===== config.mk =====
export PLATFORM = sky130hd
export DESIGN_NAME = disp_scan_ctrl_flat
export DESIGN_NICKNAME = d
export VERILOG_FILES = /design/src/rtl/disp_pkg.sv /design/src/rtl/disp_scan_ctrl_if.sv /design/src/rtl/disp_prescaler.sv /design/src/rtl/disp_scan_ctrl.sv /design/src/flat_wrapper.sv
export SDC_FILE = /design/constraint.sdc
export NUM_CORES = 1
export LEC_CHECK = 0
export BUFFER_PORTS_ARGS = -buffer_cell sky130_fd_sc_hd__buf_2
export CAP_MARGIN = 30
export CORE_ASPECT_RATIO = 0.5
export CORE_UTILIZATION = 45
export DETAILED_ROUTE_END_ITERATION = 10
export HOLD_SLACK_MARGIN = 0.05
export PLACE_DENSITY = 0.71
export REMOVE_ABC_BUFFERS = 1
export SLEW_MARGIN = 20
export SYNTH_ARGS = -nofsm -noshare
export SYNTH_HDL_FRONTEND = slang
export SYNTH_HIERARCHICAL = 1
export SYNTH_SLANG_ARGS = --single-unit

===== constraint.sdc =====
create_clock -name clk -period 4.65 [get_ports clk]
set_clock_uncertainty 0.2 [all_clocks]
set_input_delay 0.93 -clock clk [delete_from_list [all_inputs] [get_ports clk]]
set_output_delay 0.93 -clock clk [all_outputs]
set_load 0.05 [all_outputs]

===== src/rtl/disp_pkg.sv =====
// Shared types and constants for the 4-digit multiplexed 7-segment display path.
package disp_pkg;

    localparam int unsigned NUM_DIGITS = 4;

    typedef logic [1:0]              digit_idx_t;
    typedef logic [4*NUM_DIGITS-1:0] disp_val_t;

    // Digit-select pattern that turns every digit off; used together with blank_out.
    localparam logic [NUM_DIGITS-1:0] DIG_OFF = 4'b1111;

    function automatic logic [3:0] nibble_at(disp_val_t v, digit_idx_t d);
        return v[4*d +: 4];
    endfunction

endpackage


===== src/rtl/disp_scan_ctrl_if.sv =====
// Valid/ready channel carrying a new 16-bit display value into the scan controller.
interface disp_scan_ctrl_if;
    import disp_pkg::*;

    disp_val_t val_in;
    logic      val_valid;
    logic      val_ready;

    modport master (output val_in, output val_valid, input val_ready);
    modport slave  (input val_in, input val_valid, output val_ready);

endinterface


===== src/rtl/disp_prescaler.sv =====
// Free-running 0..TICK_DIV-1 counter; tc marks the last count before the wrap.
module disp_prescaler #(
    parameter int unsigned TICK_DIV = 100000,
    localparam int unsigned CNT_W   = $clog2(TICK_DIV)
) (
    input  logic             clk,
    input  logic             rst_n,
    output logic [CNT_W-1:0] cnt,
    output logic             tc
);

    localparam logic [CNT_W-1:0] LAST = CNT_W'(TICK_DIV - 1);

    assign tc = (cnt == LAST);

    always_ff @(posedge clk or negedge rst_n) begin
        if (!rst_n) begin
            cnt <= '0;
        end else if (tc) begin
            cnt <= '0;
        end else begin
            cnt <= cnt + 1'b1;
        end
    end

endmodule


===== src/rtl/disp_scan_ctrl.sv =====
// Digit scan controller: steps digits 0..3, swaps in new values only at frame boundaries
// and decodes blanking (guard band, per-digit enable, leading-zero suppression).
module disp_scan_ctrl
    import disp_pkg::*;
#(
    parameter int unsigned TICK_DIV  = 100000,
    parameter int unsigned GUARD_CYC = 2000
) (
    input  logic                  clk,
    input  logic                  rst_n,
    disp_scan_ctrl_if.slave       val_if,
    input  logic                  blank_lz,
    input  logic [NUM_DIGITS-1:0] dig_en,
    output digit_idx_t            sel_out,
    output logic [3:0]            nib_out,
    output logic                  blank_out,
    output logic                  frame_tick
);

    localparam int unsigned CNT_W = $clog2(TICK_DIV);

    logic [CNT_W-1:0]      cnt;
    logic                  tc;
    digit_idx_t            digit_q, digit_d;
    disp_val_t             active_q, active_d;
    disp_val_t             pending_q, pending_d;
    logic                  pend_full_q, pend_full_d;
    logic                  frame_edge;
    logic                  xfer;
    logic [NUM_DIGITS-1:0] nz;
    logic                  upper_zero;
    logic                  lz_blank;
    logic                  guard;

    disp_prescaler #(
        .TICK_DIV(TICK_DIV)
    ) u_prescaler (
        .clk  (clk),
        .rst_n(rst_n),
        .cnt  (cnt),
        .tc   (tc)
    );

    assign frame_edge = tc && (digit_q == digit_idx_t'(NUM_DIGITS - 1));
    assign xfer       = val_if.val_valid && !pend_full_q;

    // A value accepted on a boundary cycle lands in pending only; it never bypasses to active.
    always_comb begin
        digit_d     = digit_q;
        active_d    = active_q;
        pending_d   = pending_q;
        pend_full_d = pend_full_q;
        if (tc) begin
            digit_d = digit_q + 2'd1;
        end
        if (frame_edge && pend_full_q) begin
            active_d    = pending_q;
            pend_full_d = 1'b0;
        end
        if (xfer) begin
            pending_d   = val_if.val_in;
            pend_full_d = 1'b1;
        end
    end

    always_ff @(posedge clk or negedge rst_n) begin
        if (!rst_n) begin
            digit_q     <= '0;
            active_q    <= '0;
            pending_q   <= '0;
            pend_full_q <= 1'b0;
        end else begin
            digit_q     <= digit_d;
            active_q    <= active_d;
            pending_q   <= pending_d;
            pend_full_q <= pend_full_d;
        end
    end

    always_comb begin
        nz = '0;
        for (int i = 0; i < NUM_DIGITS; i++) begin
            nz[i] = |active_q[4*i +: 4];
        end
    end

    // Leading zero: this nibble and every more-significant one are zero.
    assign upper_zero = ((nz >> digit_q) == '0);
    assign lz_blank   = blank_lz && (digit_q != '0) && upper_zero;
    assign guard      = 32'(cnt) < GUARD_CYC;

    assign sel_out          = digit_q;
    assign nib_out          = nibble_at(active_q, digit_q);
    assign blank_out        = guard || !dig_en[digit_q] || lz_blank;
    assign frame_tick       = frame_edge;
    assign val_if.val_ready = !pend_full_q;

endmodule


===== src/flat_wrapper.sv =====
// flat-port wrapper written by rule: the top's interface ports become plain ports
module disp_scan_ctrl_flat import disp_pkg::*;
#(
    parameter int unsigned TICK_DIV  = 100000,
    parameter int unsigned GUARD_CYC = 2000
)
  (clk, rst_n, blank_lz, dig_en, sel_out, nib_out, blank_out, frame_tick, val_if_val_in, val_if_val_valid, val_if_val_ready);
  disp_scan_ctrl_if val_if_i ();
  input  logic clk;
  input  logic rst_n;
  input  logic blank_lz;
  input  logic [NUM_DIGITS-1:0] dig_en;
  output digit_idx_t sel_out;
  output logic [3:0] nib_out;
  output logic blank_out;
  output logic frame_tick;
  input wire logic [$bits(val_if_i.val_in)-1:0] val_if_val_in;
  input wire logic [$bits(val_if_i.val_valid)-1:0] val_if_val_valid;
  output wire logic [$bits(val_if_i.val_ready)-1:0] val_if_val_ready;
  assign val_if_i.val_in = val_if_val_in;
  assign val_if_i.val_valid = val_if_val_valid;
  assign val_if_val_ready = val_if_i.val_ready;
  disp_scan_ctrl #(.TICK_DIV(TICK_DIV), .GUARD_CYC(GUARD_CYC)) u_core (.clk(clk), .rst_n(rst_n), .val_if(val_if_i), .blank_lz(blank_lz), .dig_en(dig_en), .sel_out(sel_out), .nib_out(nib_out), .blank_out(blank_out), .frame_tick(frame_tick));
endmodule

Word-level counts from Yosys, hierarchy flattened
Index checks and enable logic that the tools add are counted.
{"block": "op_classes", "add_sub_neg": 2, "magnitude_cmp": 2, "eq_ne": 2, "n_shift": 2, "mux": 5, "reduce_logical": 16}
{"op": "$add 17x1->17 const B", "n": 1}
{"op": "$eq 17x17->1 const B", "n": 1}
{"op": "$lt 17x11->1 const B", "n": 1}
{"op": "$mux 17", "n": 1}
{"op": "$reduce_or 4->1", "n": 4}
{"op": "$shiftx 16x5->4", "n": 1}
{"op": "$logic_and 1x1->1", "n": 5}
{"op": "$logic_not 4->1", "n": 1}
{"op": "$reduce_bool 2->1", "n": 2}
{"op": "$shr 4x2->4", "n": 1}
{"op": "$lt 2x3->1 const B", "n": 1}
{"op": "$mux 1", "n": 3}
{"op": "$add 2x1->2 const B", "n": 1}
{"op": "$bmux 1 s2", "n": 1}
{"op": "$eq 2x2->1 const B", "n": 1}
{"op": "$logic_not 1->1", "n": 2}
{"op": "$logic_or 1x1->1", "n": 2}
{"block": "totals", "reg_bits": 52, "in_bits": 24, "output_inout_bits": 9, "wordCells": 34}

Logic depth before layout (Yosys ltp)
Gate-level depths: netlist of run 1.
{"block": "depth", "depth_word": 5, "ltp_mapped": 8, "depth_no_buf": 7}

Hierarchy
Netlist of run 1, hierarchy kept.
{"mod": "disp_scan_ctrl", "instances": 1, "cells_each": 102, "area_each_um2": 1542.7, "seq_area_each_um2": 875.8}
{"mod": "disp_prescaler", "instances": 1, "cells_each": 74, "area_each_um2": 793.3, "seq_area_each_um2": 425.4}

Least setup slack after synthesis of run 1
Ideal clock, no wire load.
{"block": "synth_timing", "path_kind": "flip-flop to output port", "startpoint": "register u_core.u_prescaler.cnt[11]", "endpoint": "output port frame_tick", "arrival_time_ns": 2.272, "t_required_ns": 3.520, "slack_ns": 1.248, "path_stages_with_launch": 5, "n_path_buf": 0, "cell_sequence": "dfrtp_1 or4_1 or4_4 nor4_4 and2_1"}
{"block": "synth_between", "elab_chain_len": 2}
{"item": "start: declaration", "line_no": "disp_prescaler.sv:8", "source": "output logic [CNT_W-1:0] cnt,"}
{"item": "start signal: assignment", "line_no": "disp_prescaler.sv:22", "source": "cnt <= cnt + 1'b1;"}
{"item": "$eq 17x17->1", "line_no": "disp_prescaler.sv:14", "source": "assign tc = (cnt == LAST);"}
{"item": "via u_core.tc", "line_no": "disp_scan_ctrl.sv:23", "source": "logic tc;"}
{"item": "$logic_and 1x1->1", "line_no": "disp_scan_ctrl.sv:44", "source": "assign frame_edge = tc && (digit_q == digit_idx_t'(NUM_DIGITS - 1));"}
{"item": "end: declaration", "line_no": "flat_wrapper.sv:16", "source": "output logic frame_tick;"}
The timed path passes the listed nets, and every way through them passes these cells.

Worst setup path after layout of run 1
Same ends and word-level chain as after synthesis.

==> results by stage, run 1 <==
Drt:
- The count of nets left with antenna violations after detail routing is 0.
- For this run, design rule violations remaining after detail routing come to 0.
- The met3 wirelength from detailed routing is around 100 um.
- After detailed routing, the met2 layer carries 2.00 mm of wire.
- The highest layer touched by signal routing is met3.
- The count of routing violations after the opening detailed-route iteration is 62.
- The routed length per instance is around 14 um.
- The routed layout has between 1,000 and 1,500 vias.
- The length of the first detailed-routing pass in iterations is 4.
- For this block, the routed nets add up to around 4.1 mm of wire.
- The sum of routed wire segments on met1 is a little under 2 mm.
- In the routed layout, each cell is associated on average with a via count of 5.17.

STA:
- The setup violation total in the final timing report is 0.
- In the post-route analysis, the smallest setup slack over all paths is 1020 ps.
- The shortest period the worst path allows is 3630 ps.
- The final sum of negative setup slack is 0 ps.
- The worst relative slew slack is a little over half.
- The part of the cycle the worst path needs is between 70% and 80%.
- Setup repair after global routing left no endpoint under its margin.
- The achievable frequency is ~280 MHz.
- At the pin with the least slew margin, the transition time is 685 ps.
- The final hold violation count is 0.
- The number of slew-limit violations in the final report is 0.

Layout:
- The fraction of final layout cells sized beyond drive strength 1 is 38.0%.
- The core occupancy in the finished layout is 54.0%.
- The number of nets at the end of the flow is around 240.
- Compared with the post-synthesis result, the final layout area differs by 14.5%.
- The library cell used most frequently in the layout, excluding fill and tap cells, is dfrtp_1.
- Leaving out fill and tap cells, the most frequent cells in the layout are dfrtp_1, buf_2, mux2_2, nand2_1.
- The count of placed standard cells in the final layout, fillers left out is roughly 280.
- Once layout is done, the placed cells without fillers occupy 2670 um2.
- 0 antenna diodes ended up in the layout.

Placement:
- At the end of routability-driven placement, the weighted congestion stood at between 0.7 and 0.8.
- The placed instances occupy a cell area of about 2600 um2.
- Prior to clock tree synthesis, the placed netlist has a worst setup slack of 1330 ps.
- Counting tap cells, the placed design contains a total of between 200 and 300 instances.
- The HPWL after detailed placement is about 2.8 mm.
- The number of buffer cells added on primary ports is 32.

Critical path:
- By startpoint and endpoint, the worst setup path is classified as register to output port.
- The critical path data arrival time is about 2500 ps.
- The source of the worst register-to-register timing path is u_core/u_prescaler/cnt[11].
- STA classifies the critical path endpoint as an output port.
- The worst setup slack for register-to-register paths is 1550 ps.
- The cell with the largest stage delay on the worst path is or4_1.
- For this run, the slowest stage of the critical path takes 540 ps.
- Traced cell by cell, the critical path runs through or4_1 > or4_4 > nor4_4 > buf_4 > and2_1 > buf_2.
- The endpoint identified for the worst register-to-register timing path is u_core/active_q[11].
- The required time at the worst-slack endpoint is 3520 ps.
- The kind of cell adding the most delay to the critical path is simple AND/OR/NAND/NOR gates.
- The category of the worst setup path launch point is a register.
- The largest fanout on the critical path is 13.
- Together, buffers and inverters on the worst path number 2.
- Counting cells, the worst reg-to-reg path comes to 7.

Global routing:
- The initial antenna violation count is 0.
- The first global-routing pass estimated ~6.6 mm of wire.
- The number of global-route vias before repair came to ~1,400.
- The overall global routing resource usage is 15.6%.
- The overall overflow remaining after global route is 0.
- Entering global routing, the biggest net connects 53 pins.

Power:
- Power spread over the standard cell area amounts to between 200 and 300 nW/um2.
- The cell leakage power is roughly 1.3 nW.
- Across the VDD grid, the largest voltage drop is approximately 160 uV.

Hold path:
- The start point of the worst min-delay path is u_core/u_prescaler/cnt[0].
- The cell depth of the worst hold path is 1.
- The worst hold path belongs to the class register to register.
- For hold timing, the worst endpoint is u_core/u_prescaler/cnt[0].

Synth:
- The async set or reset register ratio after synthesis is 100%.
- The fraction of post-synthesis cell area in the top cell type by area is between 50% and 60%.
- The post-synthesis cell type count is 30.
- The synthesized design contains between 50 and 60 register bits.
- The cell count after synthesis is roughly 180.
- By area the synthesized netlist is led by dfrtp_1, mux2_2, mux4_2.
- The most instantiated flip-flop cell in the synthesis netlist is dfrtp_1.
- The mean area per synthesized cell is 13.3 um2.
- The sequential fraction of the synthesis area is between 50% and 60%.
- The mapped cell area is approximately 2300 um2.
- The number of enable flip-flop cells after synthesis is 0.
- The cell taking the most area after synthesis is dfrtp_1.
- During synthesis, Yosys emitted a total of 6 warnings.

Floorplan:
- The die is ~100 um wide.
- The number of top-level pins is 33.
- The area of the core region is 4950 um2.
- From bottom edge to top edge, the die measures about 53 um.
- The initialized floorplan defines 18 standard-cell rows.
- For this configuration, the core starts out at a cell density of between 40% and 50%.
- The die area is 5500 um2.

CTS:
- The TritonCTS sink count is 52.
- The clock input transition at the sequential cells of the worst setup and hold paths is around 90 ps.
- The clock tree from TritonCTS is yes.
- The number of instances resized during post-cts repair is 0.
- The H-tree generated during clock tree synthesis spans 2 levels.
- The clock latency of the later-clocked register in the worst-skew pair is approximately 300 ps.
- The hold-fix buffer count after cts is 0.
- The post-CTS setup buffer count is 0.
- The clock passes through at most 2 buffers.
- The buffer type at the clock tree root is clkbuf_8.
- In this run, CTS created clock tree buffers numbering 5.

Outcome:
- The flow ran to the end, and the final reports show no timing, DRC or antenna violations.

Job:
- The tool flagged a number of max-cap violations equal to 0.
[how the worst max path moves through the flow]
stage	from	endpoint	cells after the start
after global placement	u_core/u_prescaler/cnt[11]	frame_tick	6
after CTS	u_core/u_prescaler/cnt[11]	frame_tick	6
after floorplan	u_core/u_prescaler/cnt[11]	u_core/active_q[0]	6
after global routing	u_core/u_prescaler/cnt[11]	frame_tick	6
after detailed placement	u_core/u_prescaler/cnt[11]	frame_tick	6
final	u_core/u_prescaler/cnt[11]	frame_tick	6
[cells by family (layout without fill, tap and decap cells)]
group	after synthesis	in the layout	share of synthesized area [%]
xor+xnor	15	15	5.62
simple gates	49	49	12.1
compound gates	10	10	2.84
fa+ha+maj	3	3	1.61
flops	52	52	55.7
buf+inv	10	47	1.77
mux	37	37	20.4
[cell usage after synthesis, types with 3 or more instances]
| cell type | number |
|---|---|
| nand4_1 | 5 |
| mux2_2 | 32 |
| xnor2_1 | 9 |
| dfrtp_1 | 52 |
| o21ai_0 | 3 |
| buf_2 | 3 |
| clkbuf_1 | 3 |
| nor4_1 | 3 |
| nand2_1 | 10 |
| xor2_1 | 6 |
| nor2_1 | 9 |
| or4_1 | 4 |
| mux4_2 | 4 |
| inv_1 | 4 |
| a21oi_1 | 3 |
| nor3_1 | 5 |
| ha_1 | 3 |
| nand3_1 | 4 |
[flip-flops by register name (all words and copies together) (netlist names)]
register	flops
u_core/u_prescaler/cnt	17
u_core/active_q	16
u_core/pending_q	16
u_core/sel_out	2
u_core/pend_full_q	1
[power by group]
group | switching [mW] | internal [mW] | total [mW]
logic | 0.0154 | 0.0210 | 0.0363
registers | 0.00895 | 0.470 | 0.479
clock network | 0.144 | 0.121 | 0.265
total | 0.168 | 0.612 | 0.780
[metrics by stage]
step | total power [mW] | hold slack, ps
after floorplan | 0.501 | 255
after global placement | 0.523 | 272
after detailed placement | 0.526 | 282
after CTS | 0.789 | 295
after global routing | 0.812 | 326
final | 0.780 | 288
[worst register-to-register path, cell delays in order (launching register included)]
cell,delay (ps)
dfrtp_1,450
or4_1,540
or4_4,440
nor4_4,130
buf_4,220
and2_1,170
nand2_1,410
mux2_2,450
[per-layer routing]
metal  track usage, %  vias to the layer above
li1                 -                      707
met1             20.4                      741
met2             27.1                       16
met3             3.69                        0
met4             3.57                        0
met5                0                        -
[final cells by class]
cell class                 count  area (um2)
inverter                       4        15.0
multi-input combinational    114         993
sequential                    52        1300
fill                         429        2280
tap                           70        87.6
clock inverter                 1        7.51
clock buffer                   7        86.3
timing repair buffer          35         183
Note: power is estimated with default switching activity, not from simulation.
==> run 2: changes to the inputs <==
==> constraint.sdc (replaced) <==
create_clock -name clk -period 3.7 [get_ports clk]
set_clock_uncertainty 0.2 [all_clocks]
set_input_delay 0.74 -clock clk [delete_from_list [all_inputs] [get_ports clk]]
set_output_delay 0.74 -clock clk [all_outputs]
set_load 0.05 [all_outputs]
==> results by stage, run 2 (same netlist as run 1, synthesis figures left out) <==
Outcome:
- The run finished with clean final reports.

Floorplan:
- The overall die width is between 100 and 150 um.
- The area of the core region is ~5000 um2.
- The initial core utilization is 47.1%.
- The number of top-level pins is 33.
- The vertical extent of the die is 52.9 um.
- The die area is ~5500 um2.
- The number of placement rows is 18.

STA:
- The number of slew-limit violations in the final report was 0.
- The shortest period the worst path allows is approximately 3300 ps.
- The final hold violation count is 0.
- Of the available clock period, the critical path in the final layout requires about 90%.
- Setup repair after global routing left no endpoint under its margin.
- Setup violations remaining at the end of the flow were counted as 0.
- The worst setup margin is approximately 440 ps.
- Measured against its own limit, the worst slew margin works out to 53.9%.
- The transition time of the tightest slew-check pin is ~700 ps.
- The achievable frequency is slightly above 300 MHz.
- The final sum of negative setup slack is 0 ps.

Layout:
- The count of placed standard cells in the final layout, fillers left out is 282.
- The area growth from synthesis to final layout is 15.2%.
- The count of inserted antenna diode cells is 0.
- The flip-flop count of the largest register, all copies and words added is 17.
- The largest registers in the layout are u_core/u_prescaler/cnt (17), u_core/active_q (16), u_core/pending_q (16).
- The core occupancy in the finished layout is roughly 54%.
- The multi-input combinational cells in the finished layout cover a total of just under 1000 um2.
- The sequential cell area is 1300 um2.
- In the final layout, the share of cells above drive strength 1 is 38.2%.
- The layout has 449 filler cells.
- After the last flow step, the layout net total stands at 238.
- The most common cell after layout, fill and taps aside is dfrtp_1.
- The area of all placed cells without fillers is approximately 2700 um2.
- Leaving out fill and tap cells, the most frequent cells in the layout are dfrtp_1, mux2_2, buf_2, nand2_1.
- The largest register by flop count is u_core/u_prescaler/cnt.

Placement:
- The placer's final routability congestion estimate is 0.820.
- At the placement stage, the worst setup path has a slack of ~760 ps.
- The number of buffer cells added on primary ports is 32.
- Once placement completed, the tool counted placed cells totaling about 270.
- Detailed placement ended at an HPWL of about 2.9 mm.
- The standard cell area after detailed placement is about 2600 um2.

Critical path:
- The critical path class is register to output port.
- The largest fanout on the critical path is 7.
- The category of the worst setup path launch point is a register.
- The required time at the worst-slack endpoint is approximately 2800 ps.
- STA classifies the critical path endpoint as an output port.
- Walking the worst path, the cells encountered are or4_1 > or4_4 > nor4_4 > and2_1 > buf_2.
- The cell with the largest stage delay on the worst path is or4_1.
- In this design, the stage delay of the slowest critical-path cell is roughly 530 ps.
- Data on the critical path arrives at its endpoint at approximately 2300 ps.

CTS:
- Gates resized during post-CTS repair numbered 0.
- The buffer type at the clock tree root is clkbuf_8.
- Counting along the longest clock path gives a buffer depth of 2.
- TritonCTS created 5 clock buffers.
- After clock tree synthesis, the clock-pin slew on the worst setup and hold paths is roughly 100 ps.
- The total number of H-tree levels is 2.
- For the worst-skew pair, the clock arrives at the later sink with an insertion delay of between 300 and 400 ps.
- The tree built by TritonCTS fans out to 52 sinks.
- The number of setup buffers added after CTS is 0.
- The hold-fix buffer count after cts is 0.
- The clock tree from TritonCTS is yes.

Power:
- The cell leakage power is between 1 and 1.5 nW.
- The worst vdd rail ir drop is about 190 uV.
- Power spread over the standard cell area amounts to 389 nW/um2.

Drt:
- Across all layers, the routed design uses 1,466 vias.
- After the first detailed-routing iteration, the DRC count stood at 42.
- The post-detailed-routing wire length is just over 4 mm.
- The ratio of routed vias to standard cells is 5.20.
- The first detailed-routing pass took 4 iterations.
- After detailed routing, the number of remaining DRC violations is 0.
- The routed length per instance is between 10 and 15 um.
- In this run the remaining antenna-violating nets after routing total 0.

Global routing:
- The first global-routing pass estimated just under 7 mm of wire.
- The initial antenna violation count came to 0.
- The number of global-route vias before repair is around 1,400.
- The pin count of the biggest net entering global routing is 53.
- The total overflow left after global routing is 0.
- Global routing used roughly 17% of the available tracks.

Hold path:
- The type of the worst min-delay path is input port to async pin.

Job:
- The max-cap violation count is 0.
## run 2: cell count changes in the layout (fill, tap and decap cells not counted)
cell / change
buf_2: -1
clkbuf_1: -1
bufinv_16: +1
clkbuf_8: -1
inv_6: +1
## run 2: layout make-up
cell class | instances | share of cell area (%)
clock buffer | 5 | 2.56
clock inverter | 3 | 1.72
inverter | 4 | 0.558
multi-input combinational | 114 | 36.9
sequential | 52 | 48.4
tap | 70 | 3.26
timing repair buffer | 34 | 6.60
## run 2: critical path, delay by kind of cell, from the launching register on
| kind | cells | cell delay (ps) |
|---|---|---|
| buffers and inverters | 1 | 260 |
| flip-flops | 1 | 450 |
| AND/OR/NAND/NOR | 4 | 1290 |
## run 2: metrics by stage
| stage | power, mW | hold WS [ps] |
|---|---|---|
| after floorplan | 0.630 | 244 |
| after global placement | 0.656 | 274 |
| after detailed placement | 0.659 | 276 |
| after CTS | 1.06 | 259 |
| after global routing | 1.10 | 287 |
| final | 1.05 | 235 |
## run 2: worst paths after layout
check                      depth (start not counted)                       start  slack, ps                          to
max                                                5  u_core/u_prescaler/cnt[11]        440                  frame_tick
min                                                1                       rst_n        230  u_core/u_prescaler/cnt[15]
max reg2reg                                        6  u_core/u_prescaler/cnt[11]        780         u_core/active_q[11]
min reg2reg                                        1   u_core/u_prescaler/cnt[0]        290   u_core/u_prescaler/cnt[0]
max in group asynchronous                          1                       rst_n       2620          u_core/active_q[3]
min in group clk                                   1   u_core/u_prescaler/cnt[0]        290   u_core/u_prescaler/cnt[0]
## run 2: power breakdown
part | switching [mW] | internal [mW]
Combinational | 0.0187 | 0.0260
Sequential | 0.0109 | 0.590
Clock | 0.197 | 0.204
## run 2: per-layer routing
layer | vias up | routed length (um) | global-route usage (%)
met3 | 4 | 113 | 5.91
met4 | 0 | 66 | 6.43
met1 | 739 | 1960 | 20.7
met5 | - | 0 | 0
li1 | 707 | - | -
met2 | 16 | 2000 | 28.3
